===== config.mk =====
export PLATFORM = sky130hd
export DESIGN_NAME = half_band_decim
export DESIGN_NICKNAME = d
export VERILOG_FILES = /design/src/rtl/half_band_decim.sv
export SDC_FILE = /design/constraint.sdc
export NUM_CORES = 1
export LEC_CHECK = 0
export ABC_AREA = 1
export CAP_MARGIN = 25
export CORE_MARGIN = 2
export CORE_UTILIZATION = 40
export DETAILED_ROUTE_END_ITERATION = 16
export PLACE_DENSITY = 0.61
export SYNTH_ARGS = -nofsm -noshare
export SYNTH_HDL_FRONTEND = slang
export SYNTH_SLANG_ARGS = --single-unit

===== constraint.sdc =====
create_clock -name clk -period 7.9 [get_ports clk]
set_input_delay 1.185 -clock clk [delete_from_list [all_inputs] [get_ports clk]]
set_output_delay 1.185 -clock clk [all_outputs]
set_load 0.01 [all_outputs]

===== src/rtl/half_band_decim.sv =====
// half_band_decim: half-band FIR decimate-by-2 with folded symmetric taps and a serial MAC.
//
// Ports:
//   clk        clock
//   reset      asynchronous, active-low reset
//   clk_en     clock enable; low freezes every register and gates both handshakes
//   in_data    signed input sample (DATA_W)
//   in_valid   input sample valid
//   in_ready   block accepts in_data this cycle
//   out_data   signed decimated output (DATA_W)
//   out_valid  out_data valid
//   out_ready  downstream accepts out_data
//
// Build option: define HBD_SATURATE_EN to clamp the rounded result to the DATA_W range;
// otherwise the result wraps (two's complement) and no clamp logic is built.
module half_band_decim #(
    parameter int DATA_W = 18,
    parameter int COEF_W = 18,
    parameter int NUQ = 3,
    parameter logic [NUQ*COEF_W-1:0] COEF_VEC = {18'sd1638, -18'sd9830, 18'sd40960}
) (
    input  logic                     clk,
    input  logic                     reset,
    input  logic                     clk_en,
    input  logic signed [DATA_W-1:0] in_data,
    input  logic                     in_valid,
    output logic                     in_ready,
    output logic signed [DATA_W-1:0] out_data,
    output logic                     out_valid,
    input  logic                     out_ready
);
    localparam int N_TAPS = 4 * NUQ - 1;
    localparam int C = 2 * NUQ - 1;
    localparam int ACC_W = DATA_W + COEF_W + 2 + $clog2(NUQ);
    localparam int STEP_W = $clog2(NUQ + 1);
    localparam logic signed [ACC_W-1:0] HALF = ACC_W'(1) << (COEF_W - 2);

    typedef enum logic [2:0] {S_IN0, S_IN1, S_MAC, S_RND, S_OUT} state_t;

    state_t                          state, state_nx;
    logic        [STEP_W-1:0]        step;
    logic signed [DATA_W-1:0]        h [N_TAPS];
    logic signed [ACC_W-1:0]         acc;
    logic signed [ACC_W-1:0]         sum;
    logic signed [DATA_W:0]          pre;
    logic signed [COEF_W-1:0]        coef;
    logic signed [DATA_W+COEF_W:0]   prod;
    logic signed [DATA_W-1:0]        nar;

    // Step s (1..NUQ) folds the tap pair that shares coefficient s-1.
    always_comb begin
        pre = '0;
        coef = '0;
        for (int j = 0; j < NUQ; j++) begin
            if (step == STEP_W'(j + 1)) begin
                pre = {h[C-1-2*j][DATA_W-1], h[C-1-2*j]} + {h[C+1+2*j][DATA_W-1], h[C+1+2*j]};
                coef = COEF_VEC[j*COEF_W +: COEF_W];
            end
        end
    end

    assign prod = pre * coef;
    assign sum = acc + HALF;

`ifdef HBD_SATURATE_EN
    localparam logic signed [ACC_W-1:0] MAXV = {{(ACC_W-DATA_W+1){1'b0}}, {(DATA_W-1){1'b1}}};
    localparam logic signed [ACC_W-1:0] MINV = ~MAXV;
    logic signed [ACC_W-1:0] rnd;
    assign rnd = sum >>> (COEF_W - 1);
    assign nar = rnd > MAXV ? {1'b0, {(DATA_W-1){1'b1}}} :
                 rnd < MINV ? {1'b1, {(DATA_W-1){1'b0}}} : rnd[DATA_W-1:0];
`else
    assign nar = DATA_W'(sum >>> (COEF_W - 1));
`endif

    always_ff @(posedge clk or negedge reset) begin
        if (!reset) begin
            state <= S_IN0;
            step <= '0;
            acc <= '0;
            out_data <= '0;
            for (int k = 0; k < N_TAPS; k++) h[k] <= '0;
        end else if (clk_en) begin
            state <= state_nx;
            if (in_valid && in_ready) begin
                h[0] <= in_data;
                for (int k = 1; k < N_TAPS; k++) h[k] <= h[k-1];
            end
            step <= state == S_MAC ? step + 1'b1 : '0;
            // Centre tap of 0.5 is a shift: aligned one bit below the Q1.(COEF_W-1) products.
            if (state == S_MAC) acc <= step == '0 ? ACC_W'(h[C]) <<< (COEF_W - 2) : acc + ACC_W'(prod);
            if (state == S_RND) out_data <= nar;
        end
    end

    always_comb begin
        state_nx = state;
        case (state)
            S_IN0: state_nx = in_valid ? S_IN1 : S_IN0;
            S_IN1: state_nx = in_valid ? S_MAC : S_IN1;
            S_MAC: state_nx = step == STEP_W'(NUQ) ? S_RND : S_MAC;
            S_RND: state_nx = S_OUT;
            S_OUT: state_nx = out_ready ? S_IN0 : S_OUT;
            default: state_nx = S_IN0;
        endcase
    end

    always_comb begin
        in_ready = clk_en && (state == S_IN0 || state == S_IN1);
        out_valid = clk_en && state == S_OUT;
    end
endmodule

* Word level (Yosys, flattened, before mapping)
Cells that the tools add are included.
Word-level totals: flip-flop bits (word level) 261, input port bits 23, output and inout port bits 20, logic and storage cells 51
Operators by class: add/subtract/negate cells 6, $mul 1, eq/ne operators 7, multiplexer cells 13, reduce and logical (&&, ||, !) cells 9
Operators with widths (number):
- 18-bit by 18-bit adder with 19-bit output | 3
- 19-bit 2-to-1 mux | 3
- 40-bit by 37-bit adder with 40-bit output | 1
- 40-bit 2-to-1 mux | 1
- 19-bit by 18-bit multiplier with 37-bit output | 1
- 18-bit 2-to-1 mux | 2
- 35-bit by 18-bit adder with 35-bit output, second input constant | 1
- 16-bit 2-to-1 mux | 1
- 3-bit case mux with 5 select lines | 1
- 3-bit by 2-bit == test with 1-bit output, second input constant | 2
- 2-bit AND reduction | 3
- 2-bit == test, second input constant | 2
- 2-bit 2-to-1 mux | 2
- 3-bit by 1-bit == test with 1-bit output, second input constant | 1
- 3-bit == test, second input constant | 1
- 1-bit logical AND | 3
- 3-bit logical NOT | 1
- 3-bit 2-to-1 mux | 1
- 2-bit by 1-bit adder with 2-bit output, second input constant | 1
- 2-bit by 1-bit == test with 1-bit output, second input constant | 1
- 2-bit logical NOT | 1
- 1-bit 2-to-1 mux | 2
- 1-bit logical OR | 1

* Logic depth before layout (Yosys ltp)
word-level depth 7, gate-level depth with buffers 43, gate-level depth less buffers 43

* Least setup slack after synthesis
OpenSTA, ideal clock, no wires.
path type register to register, start point register h[0] in the netlist's numbering, end point register acc[32], arrival time 7837 ps, required time 7769 ps, path slack -68 ps, stages on the path, launching flop included 41, path buffers 0, cells stage by stage dfrtp_1 ha_1 inv_1 fa_1 inv_1 nand2_1 nand2_1 a21oi_1 o21ai_0 nand3_1 nand2_1 or2_2 nand3_1 nand2_1 inv_1 nor2_1 inv_1 fa_1 [5 not listed] inv_1 fa_1 fa_1 inv_1 fa_1 inv_1 ha_1 a21oi_1 o21ai_0 a21oi_1 nand3_1 nand2_1 o211ai_2 a21boi_1 o21ai_1 xor2_1 o21ai_1 o21ai_0
Between the ends: longest elaborated chain between the ends 5
RTL lines:
- start: declaration | line 42 | logic signed [DATA_W-1:0] h [N_TAPS];
- 18-bit by 18-bit adder with 19-bit output | line 56 | pre = {h[C-1-2*j][DATA_W-1], h[C-1-2*j]} + {h[C+1+2*j][DATA_W-1], h[C+1+2*j]};
- 19-bit 2-to-1 mux | line 55 | if (step == STEP_W'(j + 1)) begin
- 19-bit by 18-bit multiplier with 37-bit output | line 62 | assign prod = pre * coef;
- 40-bit by 37-bit adder with 40-bit output | line 91 | if (state == S_MAC) acc <= step == '0 ? ACC_W'(h[C]) <<< (COEF_W - 2) : acc + ACC_W'(prod);
- 40-bit 2-to-1 mux | line 91
- end signal: assignment | line 91
- end: declaration | line 43 | logic signed [ACC_W-1:0] acc;
No other way between the ends. A chain may end at the register's enable or synchronous reset.

* Final worst setup path
start point register h[108] in the netlist's numbering, end point register acc[30]
Between the ends: longest elaborated chain between the ends 7
RTL lines (line):
- 18-bit by 18-bit adder with 19-bit output | 56
- 19-bit 2-to-1 mux (3 in a row) | 55
- 19-bit by 18-bit multiplier with 37-bit output | 62
- 40-bit by 37-bit adder with 40-bit output | 91
- 40-bit 2-to-1 mux | 91
No other way between the ends.

==> flow_results.org <==
** Setup path
- Worst setup path category :: flip-flop to flip-flop
- Worst Setup End Kind :: flip-flop
- For the worst flop-to-flop path, the logic depth is 40.
- Reg-to-reg setup timing slack :: 0.07 ns
- Top fanout value on the critical path :: 5
- Required time of the critical path :: 8.39 ns
- The endpoint identified for the worst register-to-register timing path is acc[30]$_DFFE_PN0P_.
- STA classifies the critical path startpoint as a flip-flop.
- The startpoint identified for the worst register-to-register timing path is h[108]$_DFFE_PN0P_.
- Worst Setup SP :: h[108]$_DFFE_PN0P_
- For this run, the slowest stage of the critical path takes 0.52 ns.
- Among all stages on the critical path, the largest delay is contributed by sky130_fd_sc_hd__fa_1.
- For the worst setup path, the data arrival time is 8.32 ns.

** Hold path
- For hold timing, the worst endpoint is h[173]$_DFFE_PN0P_.
- Type of the most critical hold path :: flip-flop to flip-flop
- Source of the worst hold timing path :: h[173]$_DFFE_PN0P_
- Along the worst hold path, the cell count comes to 2.

** Clock network
- Counting along the longest clock path gives a buffer depth of 3.
- The clock reaches the later pin of the worst-skew pair after 0.62 ns.
- In this run, CTS created clock tree buffers numbering 31.
- After clock tree synthesis, the clock-pin slew on the worst setup and hold paths is 0.06 ns.
- Sinks on the clock net :: 255
- The cell sitting at the root of the clock tree is a sky130_fd_sc_hd__clkbuf_16.
- In this run the number of H-tree levels came out at 1.
- For this design, the CTS-stage hold fixing added 0 buffers.
- TritonCTS built the clock tree.

** STA
- Count of endpoints failing hold in the final timing report :: 0
- Min setup slack post-route :: 0.0694 ns
- The number of max-slew violations in the final report was 0.
- Pin slew with the least headroom to its limit :: 1.07 ns
- Timing would allow up to 128 MHz.
- Hold is met by 0.486 ns.
- Setup repair after global routing could not meet its margin everywhere.
- Slew margin rel. :: 0.287
- Across the routed clock network, the largest skew measured is 0.0332 ns.
- After routing, the total negative slack on setup checks comes to 0 ns.
- Setup violations remaining at the end of the flow were counted as 0.
- Dividing the final minimum period by the clock period gives 0.991.
- The worst path in the final design needs a cycle of 7.83 ns, including I/O delays and setup.

** Die
- The initial utilization of the core area, before any placement, comes to 0.404.
- 43 I/O pins were placed.
- Die area :: 0.0629 sq mm
- Std cell rows :: 90
- The core region is 0.0602 sq mm.
- Horizontal die dimension :: 251 microns
- Die height :: 251 microns

** Synthesis
- The synthesized netlist contains 53 unique library cells.
- In the post-synthesis netlist, the cell with the most instances is sky130_fd_sc_hd__inv_1.
- The commonest cells after synthesis are 613 x sky130_fd_sc_hd__inv_1, 403 x sky130_fd_sc_hd__nand2_1, 337 x sky130_fd_sc_hd__fa_1.
- Synth warn :: 0
- The largest total area in the synthesized netlist belongs to sky130_fd_sc_hd__fa_1.
- Mapped Nets :: 3301
- Synthesis produced a netlist whose cell count is 2758.
- Counting flops with a built-in enable in the synthesized netlist gives 0.
- Share of async-settable or async-resettable flops after synthesis :: 1.00
- The share of synthesized area in the top cell type comes to 0.277.
- Synthesis inferred 255 register bits.
- Primary flip-flop cell chosen by synthesis mapping :: sky130_fd_sc_hd__dfrtp_1
- The mapped netlist covers 0.0244 sq mm.
- Sequential area share after synthesis :: 0.262
- Top cells by area, synth :: sky130_fd_sc_hd__fa_1 28%, sky130_fd_sc_hd__dfrtp_1 26%, sky130_fd_sc_hd__inv_1 9.4%
- After synthesis, the mean cell area works out to 8.83 sq um.

** Routing
- After detailed routing, the average wire length per cell comes to 18.0 microns.
- Initial DRT Pass Iterations :: 5
- Via count :: 19100
- For this run, design rule violations remaining after detail routing come to 0.
- WL final :: 69300 microns
- Remaining number of nets flagged by the antenna check after routing :: 0
- Detailed router's first-iteration violation count :: 1307
- After detailed routing, the number of vias per cell comes to 4.95.

** Finish
- Share of layout cells above drive strength 1 :: 0.198
- Post-layout util :: 0.496
- The filler cells instantiated in the layout total 5562.
- Final net count :: 3593
- Count of non-filler cells in the finished layout :: 3857
- Final standard cell area without fillers :: 0.0299 sq mm
- The area growth from synthesis to layout is 22.7%.
- The repair_antennas step left the layout with diodes totalling 0.

** Place
- Buffers on Ports :: 42
- Timing analysis after detailed placement gives a worst setup slack of -0.288 ns.
- The congestion estimate from routability-driven global placement came to 0.978.
- In this run, placement finished with an instance count of 3763.
- Summed over all nets, the half-perimeter wirelength after detailed placement is 56500 microns.
- DP Area :: 0.0274 sq mm

** Outcome
- Result of the run :: finished, final reports clean

** GRT
- Number of antenna violations at the first check in global routing :: 1
- Largest net degree at the start of global routing :: 231
- First-pass GRT wire length :: 109000 microns
- The via count of the first global-routing pass was 20100.
- Residual overflow from global routing :: 0
- In the global route stage, overall resource usage came out at 0.224.

** Power
- Proportion of power drawn by combinational gates :: 0.635
- VDD sags by at most 0.000335 V.
- Overall power consumption after layout is estimated at 10.8 mW.
- PwrDens :: 360 mW/mm^2
- Of the total power, the share spent switching nets is 0.459.
- Cell-internal power :: 5.81 mW
- The share of total power dissipated in the clock network is 0.141.
- Net switching component of the power :: 4.94 mW
- In this run the static leakage power is 15.6 nW.
- Of the total power, registers draw 0.224.

** Job
- Across the run, the number of max-cap violations was 0.
[logic make-up after synthesis]
logic type,Yosys count,synth area share
compound gates,458,0.101
xor+xnor,56,0.0201
fa+ha+maj,520,0.371
buf+inv,687,0.107
flops,255,0.262
mux,17,0.00786
simple gates,765,0.131
[sequential cells by signal, indices dropped and copies added (netlist names)]
signal    count
h           198
out_data     18
acc          34
state         3
step          2
[metal layers]
layer  track usage  vias to the layer above  wire, microns
met5             0                        -              9
met4        0.0700                        2           2370
met3        0.0358                      103           3420
met2         0.384                      382          34000
met1         0.292                     9522          29500
li1              -                     9089              -
[placed cells by master, fill, tap and decap left out, drive strengths merged, types with 7 or more instances in the layout]
master         count
a21oi            207
xor2              39
or2               13
buf              289
nand4             10
a31oi             11
nor2             227
fa               337
dfrtp            255
nand3             78
clkdlybuf4s50     41
clkinv             7
inv              616
nand2            412
nor3              18
xnor2             17
ha               183
clkbuf            44
o21ai            199
mux2              17
[how the worst max path moves through the flow]
stage | slack [ns] | cells after the start | to
floorplan | 0.003 | 32 | acc[33]$_DFFE_PN0P_
global placement | -0.15 | 37 | acc[32]$_DFFE_PN0P_
detailed placement | -0.29 | 38 | acc[30]$_DFFE_PN0P_
CTS | 0.006 | 38 | acc[30]$_DFFE_PN0P_
global route | -0.28 | 42 | acc[30]$_DFFE_PN0P_
finish | 0.07 | 40 | acc[30]$_DFFE_PN0P_
[worst max-delay path, delay by kind of cell, from the launching register on]
kind                     cells  cell delay, ns
flip-flops                   1            0.36
AO/OA/AOI/OAI                6            0.72
XOR/XNOR                     2            0.24
adder cells (fa/ha/maj)     10            4.23
buffers and inverters       11            1.00
AND/OR/NAND/NOR             11            1.14
[timing repair]
item                       4_1_cts  5_1_grt
gates resized for setup         47      213
setup endpoints to repair       10       19
pin swaps                       12       78
setup buffers                    1       35
[power by group through the flow]
stage	sequential, mW	combinational [mW]	clock (mW)
after detailed placement	2.37	6.00	0
after global placement	2.34	5.92	0
after CTS	2.37	6.16	1.56
after floorplan	2.25	3.66	0
after global routing	2.48	7.59	1.61
final	2.40	6.83	1.52
[layout make-up]
type | count | area [sq um] | share of cell area
timing repair buffer | 330 | 2650 | 0.0885
tap | 782 | 978 | 0.0327
inverter | 616 | 2320 | 0.0776
sequential | 255 | 6380 | 0.213
multi-input combinational | 1816 | 16500 | 0.552
clock inverter | 14 | 206 | 0.00690
clock buffer | 44 | 875 | 0.0292
(Power assumes the default switching activity.)
==> edit: new RTL, config.mk and constraints unchanged <==
The parameter `DATA_W` goes from 18 to 9.
--- a/src/rtl/half_band_decim.sv
+++ b/src/rtl/half_band_decim.sv
@@ -14,7 +14,7 @@
 // Build option: define HBD_SATURATE_EN to clamp the rounded result to the DATA_W range;
 // otherwise the result wraps (two's complement) and no clamp logic is built.
 module half_band_decim #(
-    parameter int DATA_W = 18,
+    parameter int DATA_W = 9,
     parameter int COEF_W = 18,
     parameter int NUQ = 3,
     parameter logic [NUQ*COEF_W-1:0] COEF_VEC = {18'sd1638, -18'sd9830, 18'sd40960}
Ports: changed (resized in_data and out_data); port bits go from 43 to 25. The function was not compared with the original's and may differ.
==> edit against the unedited design <==
  * Count of clock-buffer cells in the layout down 25
  * Critical endpoint is now acc[25]$_DFFE_PN0P_
  * Total power down 57%
  * Final area down 54%
  * Largest power group unchanged
  * Setup slack better by 0.58 ns
  * Sequential cell count down 117
  * Wire length down 57%
  * Largest cell class unchanged
  * Highest routed layer is now met4
  * Area after synthesis down 49%
==> edit: results (changes against the unedited design) <==
- CTS H-tree depth: 4 (+3)
- Share of layout cells above drive strength 1: 6.30% (-14 points)
- Dominant cell type by area after synthesis: dfrtp_1
- DP Wirelength: 24,400 microns (-57%)
- Register area share after synthesis: 27.8% (+1.7 points)
- Worst EP arrival: 7.61 ns (-0.71 ns)
- Compound-Gate Fraction of Synth Area: 10.5% (+0.35 points)
- Clock insertion delay at the later pin of the skew report: 0.43 ns (-0.19 ns)
- Initial DRC count: 621 (-52%)
- Largest cells by area after synthesis: dfrtp_1, fa_1, ha_1
- FILL cells: 3,008 (-46%)
- PortBufs: 24 (-43%)
- Global-route wire length before repair: 49,900 microns (-54%)
- Post-synth net total: 1,701 (-48%)
- Yosys cell types: 51 (-3.8%)
- Inst Count DP: 1,838 (-51%)
- Overall Global Routing Usage: 19.5% (-2.9 points)
- Synthesized area per cell: 8.58 sq um (-2.9%)
- Via Count: 9,210 (-52%)
- Status: finished clean
- 1st-pass router iterations: 6 (+1)
- Pre-CTS setup slack: 0.634 ns (+0.922 ns)
- Slew HR: 35.5% (+6.8 points)
- Ant diodes: 0 (unchanged)
- Clk buf depth: 2 (-1)
- Number of remaining DRC errors: 0 (unchanged)
- Skew final: 0.0195 ns (-0.0136 ns)
- CTS sink cnt: 138 (-46%)
- Final GP Congestion: 0.940 (-3.9%)
- Initial antenna violation count: 0 (-1)
- Area of the multi-input gates: 7570 sq um (-54%)
- Worst VDD drop: 0.178 mV (-47%)
- Via density: 4.92 (-0.64%)
- Pin count of the biggest net entering global routing: 121 (-48%)
- Post-synthesis mux area share: 1.18% (+0.39 points)
- Placed cell area: 13,000 sq um (-53%)
- Pleak: 7.08 nW (-55%)
- Via count of the first global-routing pass: 9,442 (-53%)
- Setup bufs post-CTS: 0 (-1)
- Post-Synth Adder-Cell Area: 33.0% (-4.1 points)
- Synth Area in XOR/XNOR: 0.848% (-1.2 points)
- Num CTS Buffers: 17 (-45%)
- CP max stage delay: 0.55 ns (+0.03 ns)
- Largest regs: h (99), acc (25), out_data (9)
- Cells on worst reg2reg path: 31 (-23%)
- Post-cts repair resize count: 0 (-100%)
- Post-synth top cells: inv_1, nand2_1, fa_1, dfrtp_1, a21oi_1
- DR WL/cell: 16.0 microns (-11%)
## edit: cell types whose count changed in the layout (fill, tap and decap cells not counted), moves of 105 or more
cell,delta
inv_1,-278
buf_4,-275
fa_1,-181
dfrtp_1,-117
nand2_1,-115
nor2_1,-105
## edit: per-layer routing
metal  up-vias  part of all wire (%)  track usage [%]
met5         -                     0                0
met4         0                   2.0             5.23
met3        27                   4.1             3.60
met2       171                    47             31.6
met1      4494                    47             26.9
li1       4518                     -                -
## edit: path summary, 6_finish.rpt
path | from | to | slack [ns]
setup / recovery | h[0]$_DFFE_PN0P_ | acc[25]$_DFFE_PN0P_ | 0.64
hold / removal | out_data[0]$_DFFE_PN0P_ | out_data[0]$_DFFE_PN0P_ | 0.48
setup reg to reg | h[0]$_DFFE_PN0P_ | acc[25]$_DFFE_PN0P_ | 0.64
hold reg to reg | out_data[0]$_DFFE_PN0P_ | out_data[0]$_DFFE_PN0P_ | 0.48
max in group asynchronous | reset | h[46]$_DFFE_PN0P_ | 6.06
min in group asynchronous | reset | h[8]$_DFFE_PN0P_ | 0.75
## edit: worst max-delay path, delay by kind of cell, from the launching register on
family	cells	cell delay [ns]
buffers and inverters	6	0.48
AO/OA/AOI/OAI	6	1.22
AND/OR/NAND/NOR	11	1.64
adder cells (fa/ha/maj)	8	3.49
flip-flops	1	0.35
## edit: power breakdown
part | internal, W | switching (W)
clock | 0.000483 | 0.000349
combinational | 0.000948 | 0.00157
sequential | 0.00102 | 0.000228
## edit: area by class of cell
class / count / share of cell area (%)
inverter: 324 / 8.99
timing repair buffer: 30 / 2.39
multi-input combinational: 952 / 55.4
tap: 396 / 3.62
clock inverter: 13 / 1.15
clock buffer: 19 / 3.24
sequential: 138 / 25.2
